### src/rtl/multi_zone_light_ctrl.sv
// Multi-zone lighting controller.
// Each zone has its own synchronisers, button debouncer, short/long press
// classifier and a four-state mode FSM. In auto mode the lamp blinks during
// the final WARN_T cycles before switching off. A short press in auto mode
// forces the lamp off, and it stays off until the sensor has cleared once.
module multi_zone_light_ctrl #(
  parameter int NUM_ZONES         = 2,
  parameter int DEBOUNCE_P        = 300,
  parameter int SWITCH_MODE_MIN_T = 5000,
  parameter int AUTO_SHUTDOWN_T   = 30000,
  parameter int WARN_T            = 5000,
  parameter int BLINK_HALF        = 250
) (
  input  logic                 clk,
  input  logic                 rst,
  input  logic [NUM_ZONES-1:0] push_button,
  input  logic [NUM_ZONES-1:0] infravermelho,
  output logic [NUM_ZONES-1:0] led,
  output logic [NUM_ZONES-1:0] saida
);

  localparam int DEB_W  = $clog2(DEBOUNCE_P + 1);
  localparam int HOLD_W = $clog2(SWITCH_MODE_MIN_T + 1);
  localparam int TMR_W  = (AUTO_SHUTDOWN_T > 1) ? $clog2(AUTO_SHUTDOWN_T) : 1;
  localparam int BLK_W  = (BLINK_HALF > 1) ? $clog2(BLINK_HALF) : 1;

  localparam logic [DEB_W-1:0]  DEB_LAST   = DEB_W'(DEBOUNCE_P - 1);
  localparam logic [HOLD_W-1:0] HOLD_MAX   = HOLD_W'(SWITCH_MODE_MIN_T);
  localparam logic [TMR_W-1:0]  TMR_RELOAD = TMR_W'(AUTO_SHUTDOWN_T - 1);
  localparam logic [TMR_W-1:0]  TMR_WARN   = TMR_W'(WARN_T);
  localparam logic [TMR_W-1:0]  TMR_ENTRY  = TMR_W'(WARN_T - 1);
  localparam logic [BLK_W-1:0]  BLK_LAST   = BLK_W'(BLINK_HALF - 1);

  typedef enum logic [1:0] {MAN_OFF, MAN_ON, AUTO_IDLE, AUTO_ON} state_t;

  for (genvar z = 0; z < NUM_ZONES; z++) begin : g_zone
    logic              btn_p0, btn_p1, ir_p0, ir_p1;
    logic [DEB_W-1:0]  deb_cnt;
    logic              btn_stable, btn_flip;
    logic [HOLD_W-1:0] hold_cnt;
    logic              long_done, long_evt, short_evt, force_off;
    state_t            state, state_n;
    logic [TMR_W-1:0]  tmr, tmr_n;
    logic [BLK_W-1:0]  bcnt, bcnt_n;
    logic              blink, blink_n, armed, led_r, saida_r;

    // Two-flop synchronisers for the raw button and sensor pins
    always_ff @(posedge clk or posedge rst) begin
      if (rst) begin
        btn_p0 <= 1'b0;
        btn_p1 <= 1'b0;
        ir_p0  <= 1'b0;
        ir_p1  <= 1'b0;
      end else begin
        btn_p0 <= push_button[z];
        btn_p1 <= btn_p0;
        ir_p0  <= infravermelho[z];
        ir_p1  <= ir_p0;
      end
    end

    assign btn_flip = (btn_p1 != btn_stable) && (deb_cnt == DEB_LAST);

    // Debouncer: accept a new level after DEBOUNCE_P consecutive mismatches
    always_ff @(posedge clk or posedge rst) begin
      if (rst) begin
        deb_cnt    <= '0;
        btn_stable <= 1'b0;
      end else if (btn_p1 == btn_stable) begin
        deb_cnt <= '0;
      end else if (deb_cnt == DEB_LAST) begin
        btn_stable <= btn_p1;
        deb_cnt    <= '0;
      end else begin
        deb_cnt <= deb_cnt + DEB_W'(1);
      end
    end

    assign long_evt = btn_stable && (hold_cnt == HOLD_MAX) && !long_done;

    // Press classifier: saturating hold counter, long and short events
    always_ff @(posedge clk or posedge rst) begin
      if (rst) begin
        hold_cnt  <= '0;
        long_done <= 1'b0;
        short_evt <= 1'b0;
      end else begin
        short_evt <= btn_flip && btn_stable && !long_done && !long_evt;
        if (btn_flip && !btn_stable)
          hold_cnt <= '0;
        else if (btn_stable && (hold_cnt != HOLD_MAX))
          hold_cnt <= hold_cnt + HOLD_W'(1);
        if (btn_flip && btn_stable)
          long_done <= 1'b0;
        else if (long_evt)
          long_done <= 1'b1;
      end
    end

    // A short press during AUTO_ON disarms the sensor until it reads low
    assign force_off = (state == AUTO_ON) && short_evt && !long_evt;

    // Next-state, auto timer and warning blink; priority long > short > sensor > expiry
    always_comb begin
      state_n = state;
      tmr_n   = tmr;
      blink_n = blink;
      bcnt_n  = bcnt;
      case (state)
        MAN_OFF: begin
          if (long_evt)       state_n = AUTO_IDLE;
          else if (short_evt) state_n = MAN_ON;
        end
        MAN_ON: begin
          if (long_evt)       state_n = AUTO_IDLE;
          else if (short_evt) state_n = MAN_OFF;
        end
        AUTO_IDLE: begin
          if (long_evt) begin
            state_n = MAN_OFF;
          end else if (ir_p1 && armed) begin
            state_n = AUTO_ON;
            tmr_n   = TMR_RELOAD;
            blink_n = 1'b1;
            bcnt_n  = '0;
          end
        end
        AUTO_ON: begin
          if (long_evt) begin
            state_n = MAN_OFF;
          end else if (short_evt) begin
            state_n = AUTO_IDLE;
          end else if (ir_p1) begin
            tmr_n   = TMR_RELOAD;
            blink_n = 1'b1;
            bcnt_n  = '0;
          end else if (tmr == '0) begin
            state_n = AUTO_IDLE;
          end else begin
            tmr_n = tmr - TMR_W'(1);
            if (tmr_n == TMR_ENTRY) begin
              blink_n = 1'b1;
              bcnt_n  = '0;
            end else if (tmr_n < TMR_WARN) begin
              if (bcnt == BLK_LAST) begin
                blink_n = ~blink;
                bcnt_n  = '0;
              end else begin
                bcnt_n = bcnt + BLK_W'(1);
              end
            end
          end
        end
        default: state_n = MAN_OFF;
      endcase
    end

    // Mode FSM registers with registered lamp and mode outputs
    always_ff @(posedge clk or posedge rst) begin
      if (rst) begin
        state   <= MAN_OFF;
        tmr     <= '0;
        blink   <= 1'b1;
        bcnt    <= '0;
        armed   <= 1'b1;
        led_r   <= 1'b0;
        saida_r <= 1'b0;
      end else begin
        state   <= state_n;
        tmr     <= tmr_n;
        blink   <= blink_n;
        bcnt    <= bcnt_n;
        armed   <= !ir_p1 || (armed && !force_off);
        led_r   <= (state_n == MAN_ON) ||
                   ((state_n == AUTO_ON) && ((tmr_n >= TMR_WARN) || blink_n));
        saida_r <= (state_n == AUTO_IDLE) || (state_n == AUTO_ON);
      end
    end

    assign led[z]   = led_r;
    assign saida[z] = saida_r;
  end

endmodule

### config.mk
export PLATFORM = sky130hd
export DESIGN_NAME = multi_zone_light_ctrl
export DESIGN_NICKNAME = d
export VERILOG_FILES = /design/src/rtl/multi_zone_light_ctrl.sv
export SDC_FILE = /design/constraint.sdc
export NUM_CORES = 1
export LEC_CHECK = 0
export CORE_ASPECT_RATIO = 1.2
export CORE_MARGIN = 4
export CORE_UTILIZATION = 60
export DETAILED_ROUTE_END_ITERATION = 10
export PLACE_DENSITY = 0.77
export SLEW_MARGIN = 10
export SYNTH_ARGS = -nofsm -noshare
export SYNTH_HDL_FRONTEND = slang
export SYNTH_SLANG_ARGS = --single-unit
### constraint.sdc
create_clock -name clk -period 9.65 [get_ports clk]
set_input_delay 0.965 -clock clk [delete_from_list [all_inputs] [get_ports clk]]
set_output_delay 0.965 -clock clk [all_outputs]
set_load 0.01 [all_outputs]
==> impl_results.md, run 1 <==
- # rows: 42
- Largest net degree at the start of global routing: 62
- CTS tree: built
- Mapped Avg Cell Area: ~8.7 sq um
- Gate Count Post-Synth: between 700 and 800
- Startpoint types: flip-flop
- Clock sink count: approximately 120
- Starting density of the core: roughly three fifths
- Die Area: between 10000 and 15000 sq um
- Combinational Power Share: about 1.6%
- Via density: just over 6
- Worst-Skew Late Latency: between 0.4 and 0.5 ns
- Post-Syn Nets: around 810
- RePlAce Congestion: approximately 0.95
- Share of layout cells above drive strength 1: under 10%
- Area grow syn2layout: 10.72%
- Setup Buffers After CTS: 0
- Max Cap Viol: 0
- Actual slew at the worst max-slew pin: between 0.8 and 0.9 ns
- Rel. slew slack: a little under half
- CTS buffer count: 17
- Seq pwr share: 42.0%
- Clk_skew: roughly 0.016 ns
- Leakage: between 3 and 4 nW
- RSZ-0062 raised after global routing: no
- Hold Path Depth: 0
- Max IR drop VDD: approximately 130 uV
- Chip Width: 105.4 microns
- Most common flop cell mapped by yosys: dfrtp_1
- Seq/Total Area, Yosys: 42.21%
- Dpl cell area: 6944 sq um
- Reg2reg start: g_zone[0].tmr[1]
- Clock transition at the registers of the reported paths: roughly 0.060 ns
- CTS H-Tree Depth: 4
- Slew Limit Fails: 0
- Total wire length: around 16000 microns
- Hold_ws: 0.3475 ns
- Clock power share: a little under three fifths
- All-Layer GR Usage: around 25%
- FFs w/ async S/R, synth: 100.0%
- Internal power: roughly 0.00091 W
- Die H: between 100 and 150 microns
- Initial DRC count: ~420
- Psw: approximately 0.00026 W
- Reg2reg end: g_zone[0].bcnt[6]
- Final setup fails: 0
- Port Buf Inserts: 9
- Vias in the first global route: just under 6000
- DR vias: ~5800
- Synth unique cells: 73
- Overflow after GRT: 0
- Fin. Hold Viols: 0
- Num ports: 10
- CTS root buf: clkbuf_16
- Critical Path AT: 4.20 ns
- DRT Pass-1 Iters: 5
- Worst Setup Path Type: reg2reg
- Hold Crit Class: reg2reg
- Worst min-delay path endpoint: g_zone[0].ir_p1
- Max frequency: 0.2587 GHz
- Core area: between 10000 and 15000 sq um
- Worst hold start: g_zone[0].ir_p0
- EDFF count, synth: 0
- Routed Antenna Nets: 0
- YS warnings: 0
- Final net count: about 800
- PD cells: approximately 150 nW/um^2
- CP Capture Type: flip-flop
- Non-Filler Cell Area, Final: about 7600 sq um
- Final worst-path cycle share: roughly two fifths
- Post-synthesis cell area: between 6000 and 7000 sq um
- Clock Path Buffers: 2
- Resize count post-CTS: 0
- # DRC: 0
- Fin crit period: 3.865 ns
- Setup TNS: 0 ns
- Status: completed
- Routed WL per cell: roughly 17 microns
- Flop2flop setup slack: roughly 5.8 ns
- Worst R2R Path Depth: 10
- # diodes: 0
- Cts hold-fix bufs: 0
- Overall power: around 0.0012 W
- Critical Path RT: roughly 10 ns
- CP Max Fanout: 11
- Antenna violations before repair: 0
- Sw Share: 22.50%
- Final Util: about 68%
- HPWL after DPL: 11170 microns
- Global-route wire length before repair: between 20000 and 30000 microns
- Post-synthesis register bit count: 115
==> worst max-delay path by stage <==
stage / from / depth (start not counted) / to / slack [ns]
after floorplan: rst / 1 / g_zone[0].bcnt[0] / 5.65
after global placement: g_zone[0].tmr[1] / 10 / g_zone[0].bcnt[6] / 6.02
after detailed placement: g_zone[0].tmr[0] / 10 / g_zone[0].bcnt[6] / 5.87
after CTS: g_zone[0].tmr[1] / 10 / g_zone[0].bcnt[6] / 5.82
after global routing: g_zone[0].tmr[1] / 10 / g_zone[0].bcnt[4] / 5.63
final: g_zone[0].tmr[1] / 10 / g_zone[0].bcnt[6] / 5.78
==> layer usage <==
layer	wire length, microns	track usage, %	share of wire, %	up-vias
li1	-	-	-	2813
met1	6731	30.69	43	2826
met2	7919	42.68	50	146
met3	509	4.251	3.2	39
met4	529	12.20	3.4	0
met5	0	0	0	-
==> registers in the layout (all words and copies together) (netlist names), 3 cells and up <==
signal and cells:
g_zone.tmr 30, g_zone.hold_cnt 26, g_zone.deb_cnt 18, g_zone.bcnt 16, g_zone.state 3
==> stage by stage <==
stage | cells | setup WS (ns)
final | 942 | 5.785
after global routing | 942 | 5.626
after CTS | 942 | 5.819
after detailed placement | 910 | 5.874
after global placement | 910 | 6.017
after floorplan | 787 | 5.648
==> power by group through the flow <==
stage / clock network (W) / logic, W / registers [W]
floorplan: 0 / 0.0000135 / 0.000498
global placement: 0 / 0.0000192 / 0.000499
detailed placement: 0 / 0.0000199 / 0.000499
CTS: 0.000666 / 0.0000198 / 0.000490
global route: 0.000693 / 0.0000227 / 0.000491
finish: 0.000659 / 0.0000190 / 0.000491
==> kinds of logic after synthesis <==
logic type               synth area share (%)
multiplexers                           0.7878
XOR/XNOR                                6.028
buffers and inverters                   4.470
flip-flops                              42.21
AO/OA/AOI/OAI                           16.65
AND/OR/NAND/NOR                         27.28
adder cells (fa/ha/maj)                 2.565
==> cells in the mapped netlist, types with 7 or more instances <==
cell type | number | area share, %
inv_1 | 28 | 1.5
o31ai_1 | 15 | 1.6
nand2b_1 | 9 | 0.82
nor3_1 | 21 | 1.5
nor4_1 | 8 | 0.73
o21ai_0 | 40 | 2.9
nand2_1 | 84 | 4.6
ha_1 | 14 | 2.6
nand3_1 | 43 | 3.2
o21a_1 | 7 | 0.77
nor3b_1 | 7 | 0.77
or4_1 | 10 | 1.1
clkbuf_1 | 36 | 2.0
a21oi_1 | 32 | 2.3
xnor2_1 | 15 | 1.9
nor2_1 | 91 | 5.0
xor2_1 | 32 | 4.1
and3_1 | 15 | 1.4
dfrtp_1 | 111 | 41
o21ai_1 | 9 | 0.66
or3_1 | 20 | 1.8
nand4_1 | 17 | 1.6
==> worst max-delay path, stage by stage, from the launching register on <==
cell and delay, ns:
dfrtp_1 0.44, inv_1 0.14, ha_1 0.38, or4b_1 0.62
or4_4 0.56, a211oi_2 0.18, o22ai_1 0.19, o31ai_4 0.43
o21ai_2 0.22, or4_4 0.55, o211ai_2 0.08
==> layout make-up <==
| type | count | area (sq um) |
|---|---|---|
| Clock buffer | 17 | 425.4 |
| Clock inverter | 15 | 191.4 |
| Fill cell | 867 | 3527 |
| Inverter | 28 | 107.6 |
| Multi-Input combinational cell | 600 | 3641 |
| Sequential cell | 115 | 2883 |
| Tap cell | 154 | 192.7 |
| Timing Repair Buffer | 13 | 120.1 |
==> cells in the final DEF (no fill, tap or decap), drive strengths merged, types with 5 or more instances in the layout <==
master,count
a21oi,32
a31oi,5
a41oi,5
and2,5
and3,15
clkbuf,17
clkdlybuf4s50,9
dfrtp,111
ha,14
inv,37
nand2,84
nand2b,9
nand3,43
nand4,17
nor2,91
nor2b,6
nor3,21
nor3b,7
nor4,9
o211ai,6
o21a,7
o21ai,50
o22ai,6
o31ai,16
or2,9
or3,20
or4,12
xnor2,15
xor2,32
No activity file was read; power rests on OpenSTA's default activity.
==> run 2, diff against run 1 <==
==> constraint.sdc (replaced) <==
create_clock -name clk -period 3.9 [get_ports clk]
set_input_delay 0.39 -clock clk [delete_from_list [all_inputs] [get_ports clk]]
set_output_delay 0.39 -clock clk [all_outputs]
set_load 0.01 [all_outputs]
==> run 2 against run 1 <==
Die area did not move. Cell area up 0.96%. Setup slack got worse by 5.3 ns. Combinational power rose to 2.5 times the previous value. First-iteration DRC count up 17%. Worst hold slack worse by 0.0026 ns. Via count increased by 2.1%. Register-to-register slack got worse by 5.3 ns. Final cell count is 1.4% higher.
==> impl_results.md, run 2 (synthesis results as in run 1) <==
- Largest register FFs: 30 (unchanged)
- Hold Crit Class: reg2reg (unchanged)
- Die H: 124.9 microns (unchanged)
- HPWL after DPL: 11260 microns (was 11170 microns)
- Num ports: 10 (unchanged)
- PD cells: 368.6 nW/um^2 (was 154.5 nW/um^2)
- Chip Width: 105.4 microns (unchanged)
- Status: completed (unchanged)
- DRT Pass-1 Iters: 5 (unchanged)
- Fillers: 862 (was 867)
- Global-route wire length before repair: 27370 microns (was 27400 microns)
- Cts hold-fix bufs: 0 (unchanged)
- Clock Path Buffers: 2 (unchanged)
- Largest net degree at the start of global routing: 65 (was 62)
- Critical Path AT: 3.77 ns (was 4.20 ns)
- DR vias: 5949 (was 5824)
- Critical Path RT: 4.23 ns (was 9.98 ns)
- Routed Antenna Nets: 0 (unchanged)
- Antenna violations before repair: 0 (unchanged)
- Area grow syn2layout: 11.78% (was 10.72%)
- Rel. slew slack: 40.44% (was 45.58%)
- Initial DRC count: 489 (was 417)
- Overall power: 0.002814 W (was 0.001168 W)
- Share of layout cells above drive strength 1: 9.114% (was 7.995%)
- RePlAce Congestion: 0.9646 (was 0.9486)
- CTS root buf: clkbuf_16 (unchanged)
- Biggest regs: g_zone.tmr: 30 flops, g_zone.hold_cnt: 26 flops, g_zone.deb_cnt: 18 flops (unchanged)
- Final setup fails: 0 (unchanged)
- Resize count post-CTS: 0 (unchanged)
- Routed WL per cell: 16.95 microns (was 16.66 microns)
- Slew Limit Fails: 0 (unchanged)
- # rows: 42 (unchanged)
- Max IR drop VDD: 287.7 uV (was 131.8 uV)
- CP Max Fanout: 11 (unchanged)
- Total wire length: 16190 microns (was 15690 microns)
- Final worst-path cycle share: 88.11% (was 40.06%)
- Via density: 6.229 (was 6.183)
- Fin crit period: 3.436 ns (was 3.865 ns)
- # DRC: 0 (unchanged)
- Clock sink count: 115 (unchanged)
- CTS buffer count: 17 (unchanged)
- Setup TNS: 0 ns (unchanged)
- Final net count: 809 (was 795)
- Max frequency: 0.2910 GHz (was 0.2587 GHz)
- Reg with most FFs: g_zone.tmr (unchanged)
- Overflow after GRT: 0 (unchanged)
- Starting density of the core: 61.59% (unchanged)
- All-Layer GR Usage: 25.46% (was 25.11%)
- Die Area: 13160 sq um (unchanged)
- Vias in the first global route: 5752 (was 5819)
- Fin. Hold Viols: 0 (unchanged)
- Clk_skew: 0.008569 ns (was 0.01594 ns)
- CP Capture Type: flip-flop (unchanged)
- Worst Setup Path Type: reg2reg (unchanged)
- Setup Buffers After CTS: 0 (unchanged)
- Max Cap Viol: 0 (unchanged)
- Clock transition at the registers of the reported paths: 0.05 ns (was 0.06 ns)
- Worst-Skew Late Latency: 0.41 ns (about the same)
- CTS tree: built (unchanged)
- Leakage: 3.417 nW (was 3.369 nW)
- Core area: 11090 sq um (unchanged)
- Most frequent cells in the layout: 111 x dfrtp_1, 91 x nor2_1, 84 x nand2_1 (unchanged)
- CTS H-Tree Depth: 4 (unchanged)
- Port Buf Inserts: 9 (unchanged)
- # diodes: 0 (unchanged)
- Most common cell after layout, fill and taps aside: dfrtp_1 (unchanged)
- RSZ-0062 raised after global routing: no (unchanged)
- Startpoint types: flip-flop (unchanged)
- Actual slew at the worst max-slew pin: 0.8915 ns (was 0.8096 ns)
[run 2: stage by stage]
step	area, sq um	instances	hold slack, ns	utilization (%)	setup WS (ns)
after floorplan	6829	787	0.3312	-	0.3889
after global placement	7049	924	0.3323	63.57	0.6011
after detailed placement	7049	924	0.3358	63.57	0.4741
after CTS	7634	955	0.3476	68.84	0.4687
after global routing	7634	955	0.3484	68.84	0.2777
final	7634	955	0.3449	68.84	0.4638
[run 2: cell type report]
cell class / instances / area (sq um) / area share, %
inverters: 28 / 107.6 / 1.410
flip-flops and latches: 115 / 2883 / 37.76
multi-input cells: 600 / 3641 / 47.70
clock buffers: 21 / 450.4 / 5.901
well taps: 154 / 192.7 / 2.524
clock inverters: 10 / 133.9 / 1.754
repair buffers: 27 / 225.2 / 2.950
[run 2: routing by layer]
layer,routed length (microns),track usage [%]
met1,6757,30.38
met3,742,5.910
met4,391,11.04
met2,8294,43.58
met5,0,0
[run 2: final timing paths]
| path | start | end | slack (ns) | cells after the start |
|---|---|---|---|---|
| worst min-delay path | g_zone[1].ir_p0 | g_zone[1].ir_p1 | 0.34 | 0 |
| worst max register to register | g_zone[0].tmr[1] | g_zone[0].bcnt[6] | 0.46 | 10 |
| worst min register to register | g_zone[1].ir_p0 | g_zone[1].ir_p1 | 0.34 | 0 |
| worst max-delay path | g_zone[0].tmr[1] | g_zone[0].bcnt[6] | 0.46 | 10 |
| min in group asynchronous | rst | g_zone[0].btn_p0 | 0.49 | 2 |
| max in group asynchronous | rst | g_zone[1].blink | 2.52 | 3 |
[run 2: where the power goes]
group	switching, W	internal (W)
registers	0.0000110	0.00120
clock network	0.000539	0.00101
logic	0.0000337	0.0000145
[run 2: worst max-delay path: stages, from the launching register on]
cell and delay (ns):
dfrtp_1 0.44, inv_1 0.13, ha_1 0.16, or4b_1 0.57, or4_4 0.56, a211oi_2 0.20
o22ai_1 0.20, o31ai_4 0.28, o21ai_2 0.18, or4_4 0.55, o211ai_2 0.08
==> run 3, diff against run 2 <==
--- a/config.mk
+++ b/config.mk
@@ -8,6 +8,7 @@
 export CORE_ASPECT_RATIO = 1.2
 export CORE_MARGIN = 4
 export CORE_UTILIZATION = 60
+export CTS_BUF_LIST = sky130_fd_sc_hd__clkbuf_2 sky130_fd_sc_hd__clkbuf_4 sky130_fd_sc_hd__clkbuf_8
 export DETAILED_ROUTE_END_ITERATION = 10
 export PLACE_DENSITY = 0.77
 export SLEW_MARGIN = 10
==> run 3 against run 2 <==
Clock power is 26% lower. Routed wire length is 2.3% lower. Setup slack worse by 0.0023 ns. Clock skew is 0.0033 ns higher. Fmax hardly changed. First-iteration DRC count is 4.9% lower. Clock-buffer cell count stayed put. Combinational power hardly changed.
==> impl_results.md, run 3 (synthesis results as in run 1) <==
- Dpl cells: 924 (unchanged)
- Clk_skew: 0.01186 ns (was 0.008569 ns)
- # DRC: 0 (unchanged)
- Biggest regs: g_zone.tmr: 30 flops, g_zone.hold_cnt: 26 flops, g_zone.deb_cnt: 18 flops (unchanged)
- Reg2reg start: g_zone[0].tmr[1] (unchanged)
- RePlAce Congestion: 0.9646 (unchanged)
- Resize count post-CTS: 0 (unchanged)
- Setup Buffers After CTS: 0 (unchanged)
- Most common cell after layout, fill and taps aside: dfrtp_1 (unchanged)
- Final net count: 809 (unchanged)
- Startpoint types: flip-flop (unchanged)
- Area grow syn2layout: 9.143% (was 11.78%)
- DRT Pass-1 Iters: 5 (unchanged)
- Hold Crit Class: reg2reg (unchanged)
- Global-route wire length before repair: 26850 microns (was 27370 microns)
- Dpl cell area: 7049 sq um (unchanged)
- Die H: 124.9 microns (unchanged)
- Fin. Hold Viols: 0 (unchanged)
- Routed WL per cell: 16.56 microns (was 16.95 microns)
- Seq pwr share: 50.5% (was 43.2%)
- # rows: 42 (unchanged)
- Slew Limit Fails: 0 (unchanged)
- Initial DRC count: 465 (was 489)
- Num ports: 10 (unchanged)
- Port Buf Inserts: 9 (unchanged)
- CP Depth: 10 (unchanged)
- Leakage: 3.340 nW (was 3.417 nW)
- CTS tree: built (unchanged)
- Critical path, cell by cell: inv_1, ha_1, or4b_1, or4_4, a211oi_2, o22ai_1, o31ai_4, o21ai_2, or4_4, o211ai_2 (unchanged)
- Routed Antenna Nets: 0 (unchanged)
- Vias in the first global route: 5672 (was 5752)
- All-Layer GR Usage: 24.79% (was 25.46%)
- Core area: 11090 sq um (unchanged)
- Worst Setup Path Type: reg2reg (unchanged)
- Max stage delay cell, worst path: or4b_1 (unchanged)
- Sw Share: 21.76% (was 20.73%)
- Chip Width: 105.4 microns (unchanged)
- Delay-heaviest family, CP: simple AND/OR/NAND/NOR gates (unchanged)
- Non-Filler Cell Area, Final: 7453 sq um (was 7634 sq um)
- Fin crit period: 3.438 ns (was 3.436 ns)
- Flop2flop setup slack: 0.46 ns (about the same)
- Worst hold start: g_zone[1].ir_p0 (unchanged)
- Worst R2R Path Depth: 10 (unchanged)
- Post-route setup slack: 0.4615 ns (was 0.4638 ns)
- Die Area: 13160 sq um (unchanged)
- Max Cap Viol: 0 (unchanged)
- PD cells: 322.1 nW/um^2 (was 368.6 nW/um^2)
- Status: completed (unchanged)
- Most used cell, CP: or4_4 (unchanged)
- Largest net degree at the start of global routing: 65 (unchanged)
- Max IR drop VDD: 349.9 uV (was 287.7 uV)
- Critical Path RT: 4.26 ns (was 4.23 ns)
- CP Capture Type: flip-flop (unchanged)
- Critical Path AT: 3.80 ns (was 3.77 ns)
- Clock sink count: 115 (unchanged)
- Slowest stage delay, CP: 0.57 ns (about the same)
- Reg with most FFs: g_zone.tmr (unchanged)
- Internal power: 0.001878 W (was 0.002230 W)
- CTS root buf: clkbuf_8 (was clkbuf_16)
- Antenna violations before repair: 0 (unchanged)
- Setup TNS: 0 ns (unchanged)
- Psw: 0.0005223 W (was 0.0005833 W)
- Worst-Skew Late Latency: 0.44 ns (was 0.41 ns)
- Clock Path Buffers: 2 (unchanged)
- Starting density of the core: 61.59% (unchanged)
- DP Worst Slack: 0.4741 ns (unchanged)
- Clock power share: 47.5% (was 55.1%)
- Max frequency: 0.2908 GHz (was 0.2910 GHz)
- Hold Path Depth: 0 (unchanged)
- RSZ-0062 raised after global routing: no (unchanged)
- Actual slew at the worst max-slew pin: 0.9235 ns (was 0.8915 ns)
- Final worst-path cycle share: 88.17% (was 88.11%)
- Post-Layout Cell Count: 955 (unchanged)
- HPWL after DPL: 11260 microns (unchanged)
- Combinational Power Share: 2.0% (was 1.7%)
- # diodes: 0 (unchanged)
- Most frequent cells in the layout: 111 x dfrtp_1, 91 x nor2_1, 84 x nand2_1 (unchanged)
- Final setup fails: 0 (unchanged)
- Overflow after GRT: 0 (unchanged)
- Via density: 6.191 (was 6.229)
- Cts hold-fix bufs: 0 (unchanged)
- CTS H-Tree Depth: 4 (unchanged)
- CTS buffer count: 17 (unchanged)
- Reg2reg end: g_zone[0].bcnt[6] (unchanged)
- Largest register FFs: 30 (unchanged)
- Clock transition at the registers of the reported paths: 0.07 ns (was 0.05 ns)
- CP Max Fanout: 11 (unchanged)
- Total wire length: 15810 microns (was 16190 microns)
- Share of layout cells above drive strength 1: 9.488% (was 9.114%)
- Rel. slew slack: 38.30% (was 40.44%)
- Worst min-delay path endpoint: g_zone[1].ir_p1 (unchanged)
- DR vias: 5912 (was 5949)
- Worst Path Buf+Inv: 1 (unchanged)
run 3: worst max path at each step:
| stage | startpoint | to | slack [ns] |
|---|---|---|---|
| final | g_zone[0].tmr[1] | g_zone[0].bcnt[6] | 0.46 |
| after global placement | g_zone[0].tmr[0] | g_zone[0].bcnt[6] | 0.60 |
| after floorplan | g_zone[0].tmr[0] | g_zone[0].bcnt[6] | 0.39 |
| after detailed placement | g_zone[0].tmr[1] | g_zone[0].bcnt[5] | 0.47 |
| after CTS | g_zone[0].tmr[1] | g_zone[0].bcnt[6] | 0.46 |
| after global routing | g_zone[0].tmr[1] | g_zone[0].bcnt[5] | 0.27 |
run 3: layout make-up:
class	count	area (sq um)
fill	898	3635
clock inverter	10	133.9
sequential	115	2883
multi-input combinational	600	3641
tap	154	192.7
inverter	28	107.6
timing repair buffer	27	225.2
clock buffer	21	270.3
run 3: worst register-to-register path, delay by kind of cell, from the launching register on:
family,cells,cell delay (ns)
buf+inv,1,0.12
compound gates,5,0.95
fa+ha+maj,1,0.16
flops,1,0.44
simple gates,3,1.68
run 3: power groups by stage:
| stage | clock, W | sequential (W) | combinational [W] |
|---|---|---|---|
| floorplan | 0 | 0.00123 | 0.0000335 |
| global placement | 0 | 0.00123 | 0.0000485 |
| detailed placement | 0 | 0.00123 | 0.0000507 |
| CTS | 0.00116 | 0.00121 | 0.0000506 |
| global route | 0.00122 | 0.00121 | 0.0000563 |
| finish | 0.00114 | 0.00121 | 0.0000479 |
run 3: routing by layer:
metal  global-route usage, %  routed length (microns)  up-vias
li1                        -                        -     2835
met1                   30.19                     6573     2842
met2                   42.49                     8045      198
met3                   3.888                      714       37
met4                   12.05                      478        0
met5                       0                        0        -
run 3: stage by stage:
stage | hold slack (ns) | total power, W | utilization, %
floorplan | 0.3312 | 0.001264 | -
global placement | 0.3323 | 0.001283 | 63.57
detailed placement | 0.3358 | 0.001285 | 63.57
CTS | 0.3512 | 0.002423 | 67.22
global route | 0.3528 | 0.002494 | 67.22
finish | 0.3480 | 0.002400 | 67.22
